===== src/rtl/store_buffer.sv =====
// store_buffer
//   Posted-write buffer between the memory-stage store alignment logic and the
//   data-memory write port. Stores are queued in FIFO order and retired through
//   a req/ack handshake. A store to the same word as the youngest entry is
//   merged into it, but only when that entry is not the head. Loads that
//   overlap pending bytes are flagged.
//
// Ports
//   clk, rst_n        rising-edge clock, asynchronous active-low reset
//   st_valid/ready    store handshake from the memory stage
//   st_addr           store byte address (bits [1:0] ignored)
//   st_byte_sel       lane-positioned byte enables
//   st_data           lane-aligned store data
//   mem_req/ack       write handshake to data memory
//   mem_addr/be/wdata head entry presented to memory
//   ld_addr           address of the load in the memory stage
//   ld_byte_sel       byte lanes the load reads
//   ld_conflict       a pending entry overlaps the load
//   empty             no pending entries
module store_buffer #(
  parameter int unsigned DEPTH = 4
) (
  input  logic        clk,
  input  logic        rst_n,
  input  logic        st_valid,
  output logic        st_ready,
  input  logic [31:0] st_addr,
  input  logic [3:0]  st_byte_sel,
  input  logic [31:0] st_data,
  output logic        mem_req,
  input  logic        mem_ack,
  output logic [31:0] mem_addr,
  output logic [3:0]  mem_be,
  output logic [31:0] mem_wdata,
  input  logic [31:0] ld_addr,
  input  logic [3:0]  ld_byte_sel,
  output logic        ld_conflict,
  output logic        empty
);

  localparam int unsigned PW = $clog2(DEPTH);

  logic [29:0]   word_q [DEPTH];
  logic [3:0]    be_q   [DEPTH];
  logic [31:0]   data_q [DEPTH];

  logic [PW-1:0] head;
  logic [PW-1:0] tail;
  logic [PW:0]   count;
  logic [PW-1:0] youngest;

  logic store_ok;
  logic merge;
  logic push;
  logic pop;

  assign youngest = tail - PW'(1);
  assign st_ready = (count != (PW+1)'(DEPTH));
  assign mem_req  = (count != '0);
  assign empty    = (count == '0);

  // A store with no byte enables is dropped entirely.
  assign store_ok = st_valid && st_ready && (st_byte_sel != 4'b0000);
  // count>=2 guarantees the youngest entry is not the head, so merging never
  // alters a write that memory may be sampling.
  assign merge    = store_ok && (count >= (PW+1)'(2)) &&
                    (word_q[youngest] == st_addr[31:2]);
  assign push     = store_ok && !merge;
  assign pop      = mem_req && mem_ack;

  assign mem_addr  = {word_q[head], 2'b00};
  assign mem_wdata = data_q[head];
  assign mem_be    = mem_req ? be_q[head] : '0;

  always_ff @(posedge clk or negedge rst_n) begin
    if (!rst_n) begin
      head  <= '0;
      tail  <= '0;
      count <= '0;
    end else begin
      if (push) tail <= tail + PW'(1);
      if (pop)  head <= head + PW'(1);
      case ({push, pop})
        2'b10:   count <= count + (PW+1)'(1);
        2'b01:   count <= count - (PW+1)'(1);
        default: count <= count;
      endcase
    end
  end

  // Entry payload needs no reset: validity is tracked by head/count only.
  always_ff @(posedge clk) begin
    if (push) begin
      word_q[tail] <= st_addr[31:2];
      be_q[tail]   <= st_byte_sel;
      data_q[tail] <= st_data;
    end else if (merge) begin
      be_q[youngest] <= be_q[youngest] | st_byte_sel;
      for (int unsigned b = 0; b < 4; b++) begin
        if (st_byte_sel[b]) data_q[youngest][8*b +: 8] <= st_data[8*b +: 8];
      end
    end
  end

  // An entry is valid when its distance from head is below count.
  always_comb begin
    logic [PW-1:0] offs;
    ld_conflict = 1'b0;
    offs        = '0;
    for (int unsigned i = 0; i < DEPTH; i++) begin
      offs = PW'(i) - head;
      if (({1'b0, offs} < count) && (word_q[i] == ld_addr[31:2]) &&
          ((be_q[i] & ld_byte_sel) != 4'b0000)) begin
        ld_conflict = 1'b1;
      end
    end
  end

endmodule


===== config.mk =====
export PLATFORM = sky130hd
export DESIGN_NAME = store_buffer
export DESIGN_NICKNAME = d
export VERILOG_FILES = /design/src/rtl/store_buffer.sv
export SDC_FILE = /design/constraint.sdc
export NUM_CORES = 1
export LEC_CHECK = 0
export ABC_CLOCK_PERIOD_IN_PS = 6200
export CELL_PAD_IN_SITES_DETAIL_PLACEMENT = 0
export CELL_PAD_IN_SITES_GLOBAL_PLACEMENT = 1
export CORE_MARGIN = 2
export CORE_UTILIZATION = 50
export DETAILED_ROUTE_END_ITERATION = 6
export DONT_BUFFER_PORTS = 1
export GPL_ROUTABILITY_DRIVEN = 0
export PLACE_DENSITY_LB_ADDON = 0.25
export SYNTH_ARGS = -nofsm -noshare
export SYNTH_HDL_FRONTEND = slang
export SYNTH_SLANG_ARGS = --single-unit

===== constraint.sdc =====
create_clock -name clk -period 6.2 [get_ports clk]
set_input_delay 0.31 -clock clk [delete_from_list [all_inputs] [get_ports clk]]
set_output_delay 0.31 -clock clk [all_outputs]
set_load 0.01 [all_outputs]

==> run metrics <==
number of synthesized flops with an enable pin=264; Ports=180; Starting Density=50.8%; die height=166 um; fraction of registers with async set/reset=2.58%; slowest stage cell on the critical path=nor4_4; global-route wire length before repair=48500 um; Critical Path RT=6660 ps; #FFs+latches synth=271; Clock Latency Late Sink=550 ps; Layout area overhead=13.2%; Syn. warnings=0; Setup Skew=16.3 ps; CTS tree=yes; crit start category=flop; routed wire length=32500 um; placed insts=1028; area leader, netlist=edfxtp_1; Core Region=26000 um2; P_int=4490 uW; post-synthesis sequential area ratio=61.4%; Area contributors post-synth=edfxtp_1 60%, mux4_2 15%, xnor2_1 9.5%, mux4_1 2.6%, nand4_1 1.7%; largest net degree at the start of global routing=71; outcome=finished, final reports clean; Root Driver=clkbuf_16; GRT Overall Usage=23.5%; multi-input logic area=4760 um2; arrival time worst endpoint=5260 ps; Non-Filler Instances=1144; initial antenna violation count=0; Switching Share=34.1%; number of global-route vias before repair=7525; Unique masters post-synth=47; final antenna diode count=0; Slowest Stage Delay on Critical Path=580 ps; H-tree depth=1; row cnt=59; drt first pass iters=7; via count=7100; Net count, final=909; final hold vios=0; Die W=166 um; register share of total power=40.6%; fraction of layout cells with a size suffix above 1=17.8%; FF/Latch Area=8110 um2; Clock Tree Buf Depth=3; drt wl/cell=28.4 um; worst hold path type=in2reg; critical path class=reg2reg; Clock Sinks=271; leak pwr=0.00470 uW; Final Cycle Share=77.5%; net switching power figure=2330 uW; crit end category=flop; Slew Viols, Final=0; DP HPWL=22100 um; Iteration-0 DRC Markers=583; Residual DRC=0; Routed Antenna Nets=0; crit-path max FO=25; syn_area_per_cell=17.7 um2; Clk pwr share=23.4%; DIE AREA=27700 um2; Tmin final=4800 ps; Critical Path, Cell by Cell=clkinv_1 -> ha_1 -> buf_4 -> mux4_2 -> xnor2_1 -> nand4_1 -> nor4_4 -> nand3_2 -> and2_4 -> inv_1 -> ha_1 -> inv_1 -> fa_1 -> xor2_1 -> nor2_1 -> xor2_1; Synth Instances=745; slew at the pin closest to its max-slew limit=1130 ps; setup TNS=0 ps; worst vdd rail ir drop=0.000286 V; PortBufs=0; MaxCap Viol Count=0; WHS=68.2 ps; Slew headroom=24.9%; clock slew at reported path FFs=60 ps; power per cell area=457 nW/um2; TritonCTS buffer count=29; Setup Viol. Count Final=0; Vias/cell=6.21; RSZ-0062 raised after global routing=false; top cell type's share of synthesized area=60.1%; most common cell after layout, fill and taps aside=edfxtp_1; # fillers=1948; fmax=208 MHz; Post-Syn Area=13200 um2; main flop type after synthesis=edfxtp_1; Comb pwr share=36.0%; commonest non-fill, non-tap cells in the layout=264 x edfxtp_1, 143 x xnor2_1, 85 x mux4_2; grt ovf=0
[Yosys cell counts (2+ instances only)]
master	count
a21oi_1	4
a221oi_1	4
a22o_1	20
a41o_2	3
and2_1	8
and3_1	5
buf_1	9
buf_2	4
buf_4	2
buf_6	4
clkbuf_1	40
dfrtp_1	7
edfxtp_1	264
ha_1	9
inv_1	10
mux2i_1	5
mux4_1	13
mux4_2	85
nand2_1	4
nand3_1	5
nand4_1	35
nor2_1	9
nor3_1	2
nor3_4	2
nor4_1	8
o2111ai_1	4
o21a_1	4
xnor2_1	143
xor2_1	15
[flip-flops by register name, summed over array words and instances (netlist names)]
register and count:
data_q 128, word_q 120, be_q 16, count 3, head 2, tail 2
[layer usage]
metal | share of wire [%] | GRT usage (%)
met5 | 0 | 0
met4 | 4.1 | 8.92
met3 | 8.6 | 6.54
met2 | 50 | 39.2
met1 | 37 | 29.6
[stage by stage]
step	setup slack [ps]	cell area, um2	utilization [%]	power (uW)
detailed placement	1450	13400	51.5	5240
global placement	1560	13400	51.5	5190
CTS	1420	14900	57.5	6890
floorplan	1800	13200	-	4630
global route	1140	14900	57.5	7130
finish	1400	14900	57.5	6820
[power groups by stage]
stage               Clock, uW  Sequential, uW  Combinational (uW)
floorplan                   0            2550                2080
global placement            0            2790                2410
detailed placement          0            2820                2420
CTS                      1620            2780                2490
global route             1690            2830                2620
finish                   1590            2770                2450
[repair_timing]
| action | CTS | global route |
|---|---|---|
| resized for setup | 0 | 0 |
| buffers inserted | 0 | 0 |
| endpoints found under the hold margin | 271 | 0 |
| hold buffers | 67 | 0 |
[critical path, delay by kind of cell, from the launching register on]
kind | cells | cell delay (ps)
xor+xnor | 3 | 510
buf+inv | 4 | 790
flops | 1 | 360
mux | 1 | 380
simple gates | 5 | 1680
fa+ha+maj | 3 | 970
[final timing paths]
kind / to / cells after the start / startpoint / slack, ps
worst max-delay path: count[2] / 16 / tail[0] / 1400
worst min-delay path: head[0] / 2 / mem_ack / 70
worst max register to register: count[2] / 16 / tail[0] / 1400
worst min register to register: count[0] / 1 / count[0] / 590
max in group asynchronous: head[0] / 1 / rst_n / 5800
min in group asynchronous: head[1] / 1 / rst_n / 110
[area by class of cell]
cell class	instances	share of cell area, %
Clock inverter	14	0.796
Multi-Input combinational cell	403	31.9
Clock buffer	35	5.01
Tap cell	335	2.81
Inverter	11	0.277
Timing Repair Buffer	75	4.89
Sequential cell	271	54.3
[cells by family after synthesis]
family	count (synthesis)	share of synthesized area, %
buffers and inverters	72	2.50
AO/OA/AOI/OAI	44	2.94
XOR/XNOR	158	10.5
flip-flops	271	61.4
multiplexers	103	17.5
adder cells (fa/ha/maj)	10	1.01
other	1	0.0284
AND/OR/NAND/NOR	86	4.11
No activity file was read; power rests on OpenSTA's default activity.
